===== config.mk =====
export PLATFORM = sky130hd
export DESIGN_NAME = traffic_queue_sensor
export DESIGN_NICKNAME = d
export VERILOG_FILES = /design/src/rtl/traffic_queue_sensor.sv
export SDC_FILE = /design/constraint.sdc
export NUM_CORES = 1
export LEC_CHECK = 0
export ABC_AREA = 1
export BUFFER_PORTS_ARGS = -buffer_cell sky130_fd_sc_hd__clkbuf_2
export CAP_MARGIN = 10
export CORE_MARGIN = 2
export CORE_UTILIZATION = 40
export CTS_CLUSTER_DIAMETER = 40
export DETAILED_ROUTE_END_ITERATION = 8
export HOLD_SLACK_MARGIN = 0.12
export PLACE_DENSITY_LB_ADDON = 0.15
export SETUP_SLACK_MARGIN = 0.4
export SYNTH_ARGS = -nofsm -noshare
export SYNTH_HDL_FRONTEND = slang
export SYNTH_SLANG_ARGS = --single-unit

===== constraint.sdc =====
create_clock -name clk -period 3.2 [get_ports clk]
set_clock_uncertainty 0.2 [all_clocks]
set_input_delay 0.48 -clock clk [delete_from_list [all_inputs] [get_ports clk]]
set_output_delay 0.48 -clock clk [all_outputs]
set_load 0.005 [all_outputs]

===== src/rtl/traffic_queue_sensor.sv =====
// traffic_queue_sensor: per-street loop-detector debounce and waiting-car
// queue that produces the TA/TB traffic-present inputs of the light controller.
// Cars retire while the street's own light (LA/LB feedback) is GREEN.
// Optional build macro LIGHT_CONFLICT_CHECK_EN: adds sticky conflict_err and
// suppresses departures on both streets while neither light is RED.
module traffic_queue_sensor #(
   parameter int unsigned DEBOUNCE_CYCLES = 3,
   parameter int unsigned DEPART_CYCLES   = 4,
   parameter int unsigned QUEUE_W         = 4
) (
   input  logic               clk,
   input  logic               reset,
   input  logic               car_a_raw,
   input  logic               car_b_raw,
   input  logic [1:0]         LA,
   input  logic [1:0]         LB,
   output logic               TA,
   output logic               TB,
   output logic [QUEUE_W-1:0] count_a,
   output logic [QUEUE_W-1:0] count_b,
   output logic               overflow_a,
   output logic               overflow_b
`ifdef LIGHT_CONFLICT_CHECK_EN
   ,
   output logic               conflict_err
`endif
);

   localparam int unsigned DEB_W = $clog2(DEBOUNCE_CYCLES + 1);
   localparam int unsigned TMR_W = (DEPART_CYCLES > 1) ? $clog2(DEPART_CYCLES) : 1;
   localparam logic [DEB_W-1:0]   DEB_LAST = DEB_W'(DEBOUNCE_CYCLES - 1);
   localparam logic [TMR_W-1:0]   TMR_LAST = TMR_W'(DEPART_CYCLES - 1);
   localparam logic [QUEUE_W-1:0] CNT_MAX  = '1;

   typedef enum logic {
      S_IDLE   = 1'b0,
      S_TIMING = 1'b1
   } dep_state_t;

   // index 0 = street A, index 1 = street B
   logic [1:0]         w_raw;
   logic [1:0]         w_green;
   logic               w_conflict;

   logic [1:0]         r_deb;
   logic [DEB_W-1:0]   r_deb_cnt [2];
   dep_state_t         r_state   [2];
   logic [TMR_W-1:0]   r_timer   [2];
   logic [QUEUE_W-1:0] r_count   [2];
   logic [1:0]         r_ovf;

   logic [1:0]         w_deb_nxt;
   logic [DEB_W-1:0]   w_deb_cnt_nxt [2];
   logic [1:0]         w_arrival;
   logic [1:0]         w_run;
   logic [1:0]         w_depart;
   logic [TMR_W-1:0]   w_timer_cur   [2];
   dep_state_t         w_state_nxt   [2];
   logic [TMR_W-1:0]   w_timer_nxt   [2];
   logic [QUEUE_W-1:0] w_count_nxt   [2];
   logic [1:0]         w_ovf_nxt;

   assign w_raw   = {car_b_raw, car_a_raw};
   assign w_green = {LB == 2'b00, LA == 2'b00};

`ifdef LIGHT_CONFLICT_CHECK_EN
   logic r_conflict;

   // both streets non-RED (encoding 1x is RED)
   assign w_conflict = ~LA[1] & ~LB[1];

   // sticky conflict flag, cleared only by reset
   always_ff @(posedge clk) begin
      if (!reset) r_conflict <= 1'b0;
      else        r_conflict <= r_conflict | w_conflict;
   end

   assign conflict_err = r_conflict;
`else
   assign w_conflict = 1'b0;
`endif

   // next-state: debounce, departure FSM/timer and queue count per street
   always_comb begin
      w_deb_nxt = r_deb;
      w_arrival = '0;
      w_run     = '0;
      w_depart  = '0;
      w_ovf_nxt = r_ovf;
      for (int i = 0; i < 2; i++) begin
         w_deb_cnt_nxt[i] = '0;
         w_timer_cur[i]   = '0;
         w_state_nxt[i]   = S_IDLE;
         w_timer_nxt[i]   = '0;
         w_count_nxt[i]   = r_count[i];

         if (w_raw[i] != r_deb[i]) begin
            if (r_deb_cnt[i] == DEB_LAST) begin
               w_deb_nxt[i] = ~r_deb[i];
               w_arrival[i] = ~r_deb[i];
            end else begin
               w_deb_cnt_nxt[i] = r_deb_cnt[i] + DEB_W'(1);
            end
         end

         w_run[i]       = w_green[i] && (r_count[i] != '0);
         w_timer_cur[i] = (r_state[i] == S_TIMING) ? r_timer[i] : '0;
         w_depart[i]    = w_run[i] && !w_conflict && (w_timer_cur[i] == TMR_LAST);

         if (w_run[i]) begin
            w_state_nxt[i] = S_TIMING;
            if (w_conflict)                     w_timer_nxt[i] = w_timer_cur[i];
            else if (w_timer_cur[i] != TMR_LAST) w_timer_nxt[i] = w_timer_cur[i] + TMR_W'(1);
         end

         if (w_arrival[i] && !w_depart[i]) begin
            if (r_count[i] == CNT_MAX) w_ovf_nxt[i]   = 1'b1;
            else                       w_count_nxt[i] = r_count[i] + QUEUE_W'(1);
         end else if (w_depart[i] && !w_arrival[i]) begin
            w_count_nxt[i] = r_count[i] - QUEUE_W'(1);
         end
      end
   end

   // state registers with synchronous active-low reset
   always_ff @(posedge clk) begin
      if (!reset) begin
         r_deb <= '0;
         r_ovf <= '0;
         for (int i = 0; i < 2; i++) begin
            r_deb_cnt[i] <= '0;
            r_state[i]   <= S_IDLE;
            r_timer[i]   <= '0;
            r_count[i]   <= '0;
         end
      end else begin
         r_deb <= w_deb_nxt;
         r_ovf <= w_ovf_nxt;
         for (int i = 0; i < 2; i++) begin
            r_deb_cnt[i] <= w_deb_cnt_nxt[i];
            r_state[i]   <= w_state_nxt[i];
            r_timer[i]   <= w_timer_nxt[i];
            r_count[i]   <= w_count_nxt[i];
         end
      end
   end

   assign count_a    = r_count[0];
   assign count_b    = r_count[1];
   assign TA         = (r_count[0] != '0);
   assign TB         = (r_count[1] != '0);
   assign overflow_a = r_ovf[0];
   assign overflow_b = r_ovf[1];

endmodule


# Yosys cells after proc, flatten, opt, wreduce, memory -nomap -nowiden
# Memories as Yosys holds them, arrays and structs flattened.
# Index checks and enable logic that the tools add are counted.
# totals
register_bits	4
ramBits	18
input_bits	8
output_inout_bits	12
memories	4
# classes
addsub	8
eq_ne	10
mux	32
n_bitwise	10
n_reduce_logical	20
# mem_list
name	depth	width	read_ports	rd_ports_with_merged_regs	wr	line_no	source
r_count	2	4	2	0	2	49	logic [QUEUE_W-1:0] r_count [2];
r_deb_cnt	2	2	2	0	2	46	logic [DEB_W-1:0] r_deb_cnt [2];
r_timer	2	2	2	0	2	48	logic [TMR_W-1:0] r_timer [2];
r_state	2	1	2	0	2	47	dep_state_t r_state [2];
# ops
op	n
$mux W4	8
$mux W2	14
$mux W1	10
$add A2 B1 Y2 const B	4
$add A4 B1 Y4 const B	2
$eq A2 B2 Y1 const B	4
$eq A4 B4 Y1 const B	2
$logic_and A1 B1 Y1	8
$or A1 B1 Y1	8
$reduce_and A2 Y1	4
$reduce_bool A4 Y1	2
$sub A4 B1 Y4 const B	2
$logic_not A1 Y1	4
$logic_not A2 Y1	2
$ne A2 B2 Y1 const B	2
$ne A1 B1 Y1	2
$not A1 Y1	2

# Longest topological paths before layout
# Gate-level depths: netlist of the first run.
# An unclocked memory read counts as a cell.
# logic_depth
word_depth	9
mapped_depth	15

# Least setup slack after synthesis of the first run
# Ideal clock, no wire load.
# synth_path
path_type	input port to flip-flop
from	in LB[1]
to	mem r_count[1][3] (netlist: r_count[0][7])
setup_time_ps	113
arrival_ps	1710
slack_ps	1177
cell_stages	12
path_cell_list	nor2_2 > nand3_4 > nand2_4 > ha_1 > nand2_1 > nand2_1 > a21oi_1 > nand3_1 > nand2_1 > nor2_2 > nor2_1 > nor2_1
# synth_lines
element	line_no	source
start: declaration	16	input logic [1:0] LB,
end: declaration	49	

==> results.yml, run 1 <==
cells_and_area:
  final_common_cell: "nor2_1"
  nets: 192
  drive_gt1_share_pct: 25.4
  postLayoutCoreUtil_pct: 48.6
  synthToLayoutAreaGrowth_pct: 13.9
  final_cell_mix: "nor2_1 (26), nand2_1 (22), dfxtp_1 (22)"
  antenna-diode-count: 0
detailed_routing:
  postRouteWirelength_mm: 2.21
  drt-wirelength-per-cell_um: 10.8
  drt-initial-drc-count: 27
  drtPass1Iterations: 6
  antenna_left: 0
  viasPerCell: 4.85
  vias: 990
  drc: 0
floorplanning:
  coreArea_mm2: 0.00281
  die-area_mm2: 0.00345
  num_io_pins: 20
  die_w_um: 58.7
  initial_core_util_pct: 42.7
  rows: 19
  die_h_um: 58.7
hold_path:
  hp-class: "flop to flop"
  worst_hold_path.num_cells: 1
  min_from: "r_deb_cnt[0][0]"
setup_path:
  arrival_ns: 2.24
  r2r.worst_path.cells: 15
  cp_max_fo: 5
  crit_cells: 15
  critPathMaxStageDelay_ns: 0.33
  critPathCaptureType: "flop"
  rr_startpoint: "r_deb_cnt[0][0]"
  critPathTopFamily: "simple AND/OR/NAND/NOR gates"
  crit_chain: "inv_1, ha_1, nand3b_1, inv_1, nand2_2, ha_1, nand2_1, nand2_1, nor2_1, inv_1, nand2_2, nand2_1, nor2_2, nor2_1, nor2_1"
  cp_num_buf_inv: 3
  crit_path_start_kind: "flop"
  path_class: "flop to flop"
  crit_slowest_cell: "dfxtp_1"
  worstSetupStartpoint: "r_deb_cnt[0][0]"
  crit_required_ns: 3.25
placed_design:
  port_buffers: 19
  post-place-ws_ns: 0.935
  gp_congestion: 0.757
  dpl.hpwl_mm: 1.77
sta:
  setup_violations: 0
  fmax_mhz: 457
  final_hold_viol_count: 0
  fin_crit_ns: 2.19
  fin_ws_ns: 1.01
  tightest_slew_ns: 0.271
  maxSlewHeadroom_pct: 81.9
  drv_slew: 0
  post-route-period-util_pct: 68.4
  rsz0062_at_grt: "no"
  fin_setup_tns_ns: 0
grt:
  grt_max_degree: 13
  gr-total-overflow: 0
  globalRouteTotalUtil_pct: 14.9
  grt_pass1_vias: 945
  antenna_found_initial: 0
  grt_pass1_wl_mm: 3.95
synth:
  ys.warnings.count: 0
  yosysSeqAreaShare_pct: 36.8
  netlist_area_mm2: 0.00120
  synth-seq-cells: 22
  synthesis.nets: 169
  synth_cell_types: 22
  syn_area_per_cell_um2: 7.93
  syn_inst: 151
clock_network:
  ctsHoldBuffers: 0
  cts-root-buf: "clkbuf_4"
  cts_buffer_depth: 2
  cts.clk_slew.worst_paths_ns: 0.13
  numCtsBuffers: 3
  worstSkewPairLatency_ns: 0.31
  cts_num_sinks: 22
  htree_levels: 1
  cts_tree: "done"
  cts_resized: 0
  post_cts_buffers: 0
power_and_ir_drop:
  ir_drop_uv: 205
  p_total_uw: 500
  p_leak_uw: 0.000686
  power_per_cell_area_mw_per_mm2: 367
flow_run:
  drv_cap: 0
outcome:
  outcome: "complete, no violations"
-- report_power, final --
group	switching (uW)	total, uW	internal (uW)
registers	6.34	287	281
logic	34.1	57.2	23.1
clock network	86.5	156	69.5
total	127	500	374
-- layer usage --
| layer | part of all wire [%] | routed length, um | vias up | GRT usage [%] |
|---|---|---|---|---|
| met1 | 46 | 1010 | 441 | 17.6 |
| met3 | 4.1 | 90 | 7 | 2.86 |
| met5 | 0 | 0 | - | 0 |
| met2 | 48 | 1060 | 22 | 25.8 |
| met4 | 2.1 | 46 | 0 | 6.82 |
| li1 | - | - | 520 | - |
-- path summary, 6_finish.rpt --
check	endpoint	slack (ns)
min	r_deb_cnt[0][0]	0.22
min reg2reg	r_deb_cnt[0][0]	0.22
max reg2reg	r_count[0][3]	1.01
max	r_count[0][3]	1.01
-- per-stage QoR --
step	instance area, um2	hold WS (ns)	instances
2_1_floorplan	1200	0.192	151
3_3_place_gp	1330	0.199	200
3_5_place_dp	1330	0.205	200
4_1_cts	1360	0.224	204
5_1_grt	1360	0.228	204
6_report	1360	0.223	204
-- Yosys cell counts, drive strengths merged --
master | count | share of area [%]
nand2 | 30 | 12
xor2 | 4 | 2.9
inv | 23 | 7.2
clkbuf | 1 | 0.31
dfxtp | 22 | 37
nand3 | 8 | 6.3
nand4 | 6 | 3.7
ha | 8 | 8.4
a21oi | 7 | 2.9
o21a | 2 | 1.3
o21ai | 6 | 2.5
nand3b | 2 | 2.3
fa | 2 | 3.3
nor2 | 30 | 10
-- layout make-up --
type | instances | area, um2
fill | 296 | 1440
multi-input combinational | 105 | 667
sequential | 22 | 440
timing repair buffer | 19 | 95.1
inverter | 23 | 86.3
tap | 31 | 38.8
clock buffer | 4 | 36.3
-- logic make-up after synthesis --
logic type               count (synthesis)  synth area share [%]
XOR/XNOR                                 4                  2.93
AND/OR/NAND/NOR                         76                  34.4
buffers and inverters                   24                  7.52
adder cells (fa/ha/maj)                 10                  11.7
AO/OA/AOI/OAI                           15                  6.69
flip-flops                              22                  36.8
-- state kept, by name (all words and copies together) (netlist names) --
signal     flops
r_deb_cnt      4
r_deb          2
r_state        2
r_timer        4
r_ovf          2
r_count        8
Note: power is estimated with default switching activity, not from simulation.
==> inputs of run 2 (changes only) <==
clock period = 1.8 ns   (was 3.2 ns; I/O delays follow)
==> run 2 against run 1 <==
The run now ends with DRC, setup timing left. Combinational power rose to 3.4 times the previous value. Routed wire length rose by 43%. Worst hold slack got worse by 0.094 ns. Critical endpoint unchanged. Largest cell class unchanged.
==> results.yml, run 2 (synthesis gave the netlist of run 1 again) <==
floorplanning:
  rows: 19
  num_io_pins: 20
  die_h_um: 58.7
  die_w_um: 58.7
  die-area_mm2: 0.00345
  initial_core_util_pct: 42.7
  coreArea_mm2: 0.00281
grt:
  antenna_found_initial: 0
  grt_pass1_vias: 1216
  globalRouteTotalUtil_pct: 19.1
  grt_max_degree: 14
  grt_pass1_wl_mm: 4.99
  gr-total-overflow: 0
cells_and_area:
  antenna-diode-count: 0
  nets: 240
  final_cell_mix: "buf_4 (31), nor2_1 (19), buf_6 (19)"
  drive_gt1_share_pct: 63.8
  postLayoutCoreUtil_pct: 73.5
  reg_top3: "r_count: 8 flops, r_deb_cnt: 4 flops, r_timer: 4 flops"
  layout.cells.non_filler: 252
  top_register: "r_count"
  final_common_cell: "buf_4"
  synthToLayoutAreaGrowth_pct: 72.1
  largest_reg_flops: 8
  fillCellCount: 214
  fin_area_mm2: 0.00206
setup_path:
  crit_required_ns: 1.81
  critPathTopFamily: "simple AND/OR/NAND/NOR gates"
  critPathMaxStageDelay_ns: 0.35
  cp_num_buf_inv: 3
  rrSetupSlack_ns: -0.17
  r2r.worst_path.cells: 15
  crit_path_start_kind: "flop"
  arrival_ns: 1.98
  critPathCaptureType: "flop"
  r2r_end: "r_count[0][3]"
  rr_startpoint: "r_deb_cnt[0][0]"
  path_class: "flop to flop"
  crit_chain: "inv_2, ha_4, nand3b_1, inv_2, nand2_4, ha_4, nand2_2, nor2_2, nor2_2, inv_1, nand2_2, nand2_2, nor2_2, nor2_1, nor2_1"
  cp_max_fo: 4
  crit_slowest_cell: "dfxtp_2"
detailed_routing:
  antenna_left: 0
  vias: 1243
  viasPerCell: 4.93
  drt-initial-drc-count: 20
  drc: 2
  drt-wirelength-per-cell_um: 12.6
  drtPass1Iterations: 6
  postRouteWirelength_mm: 3.16
power_and_ir_drop:
  p_int_uw: 825
  pwr-share-seq_pct: 47.1
  power_per_cell_area_mw_per_mm2: 525
  ir_drop_uv: 419
  p_leak_uw: 0.000957
  p_sw_uw: 258
  combPwrFrac_pct: 18.2
  p_total_uw: 1080
  power_switching_share_pct: 23.8
  p_clk_share_pct: 34.7
outcome:
  outcome: "finished, violations left"
  violations: "DRC, setup timing"
clock_network:
  htree_levels: 1
  cts.clk_slew.worst_paths_ns: 0.13
  cts-root-buf: "clkbuf_4"
  numCtsBuffers: 3
  cts_num_sinks: 22
  worstSkewPairLatency_ns: 0.31
  cts_tree: "done"
  cts_buffer_depth: 2
sta:
  final_hold_viol_count: 0
  fin_crit_ns: 1.97
  fin_ws_ns: -0.170
  drv_slew: 0
  tightest_slew_ns: 0.299
  fmax_mhz: 508
  post-route-period-util_pct: 109
  fin_setup_tns_ns: -0.485
  setup_violations: 6
  rsz0062_at_grt: "yes"
  maxSlewHeadroom_pct: 79.8
placed_design:
  gp_congestion: 0.848
  placed_cell_area_mm2: 0.00168
  dpl.hpwl_mm: 2.25
  port_buffers: 19
  placed_cells: 228
hold_path:
  min_from: "reset"
  hp-class: "input port to flop"
  worst_hold_path.num_cells: 3
  min_to: "r_count[0][1]"
flow_run:
  drv_cap: 0
[run 2: how the worst max path moves through the flow]
stage | startpoint | endpoint | cells after the start
final | r_deb_cnt[0][0] | r_count[0][3] | 15
after global routing | r_deb_cnt[0][0] | r_count[0][3] | 14
after CTS | r_deb_cnt[0][0] | r_count[0][3] | 14
after detailed placement | LA[1] | r_count[0][3] | 13
after global placement | LB[1] | r_count[0][7] | 13
after floorplan | r_deb_cnt[0][0] | r_count[0][3] | 15
[run 2: power groups by stage]
stage	clock [uW]	combinational, uW	sequential (uW)
floorplan	0	79.9	522
global placement	0	142	517
detailed placement	0	153	518
CTS	389	170	508
global route	399	216	511
finish	376	197	510
[run 2: layout make-up]
type                       instances  area (um2)  area share [%]
timing repair buffer              67         547            26.5
clock inverter                     1        30.0            1.46
inverter                          23        88.8            4.31
clock buffer                       3        22.5            1.09
tap                               31        38.8            1.88
sequential                        22         462            22.4
multi-input combinational        105         872            42.3
[run 2: metrics by stage]
stage,setup WS [ns],hold slack (ns)
floorplan,-0.0612,0.189
global placement,-0.0678,0.195
detailed placement,-0.141,0.202
CTS,-0.112,0.121
global route,-0.255,0.116
finish,-0.170,0.129
[run 2: timing repair]
| action | 4_1_cts | 5_1_grt |
|---|---|---|
| hold buffers | 3 | 0 |
| pin swaps | 17 | 15 |
| hold endpoints to repair | 3 | 0 |
| resized for setup | 13 | 36 |
| setup endpoints to repair | 15 | 21 |
| setup buffers | 6 | 11 |
[run 2: worst reg2reg max path, cell delays in order (launching register included)]
cell and delay (ns):
dfxtp_2 0.35, inv_2 0.07, ha_4 0.12, nand3b_1 0.12, inv_2 0.12, nand2_4 0.09, ha_4 0.29, nand2_2 0.05
nor2_2 0.09, nor2_2 0.06, inv_1 0.06, nand2_2 0.06, nand2_2 0.06, nor2_2 0.03, nor2_1 0.07, nor2_1 0.04
[run 2: metal layers]
layer / GRT usage (%) / share of wire (%) / vias up
met5: 0 / 0 / -
met3: 2.42 / 3.6 / 18
met1: 19.8 / 39 / 572
li1: - / - / 621
met2: 37.4 / 54 / 32
met4: 8.77 / 3.2 / 0
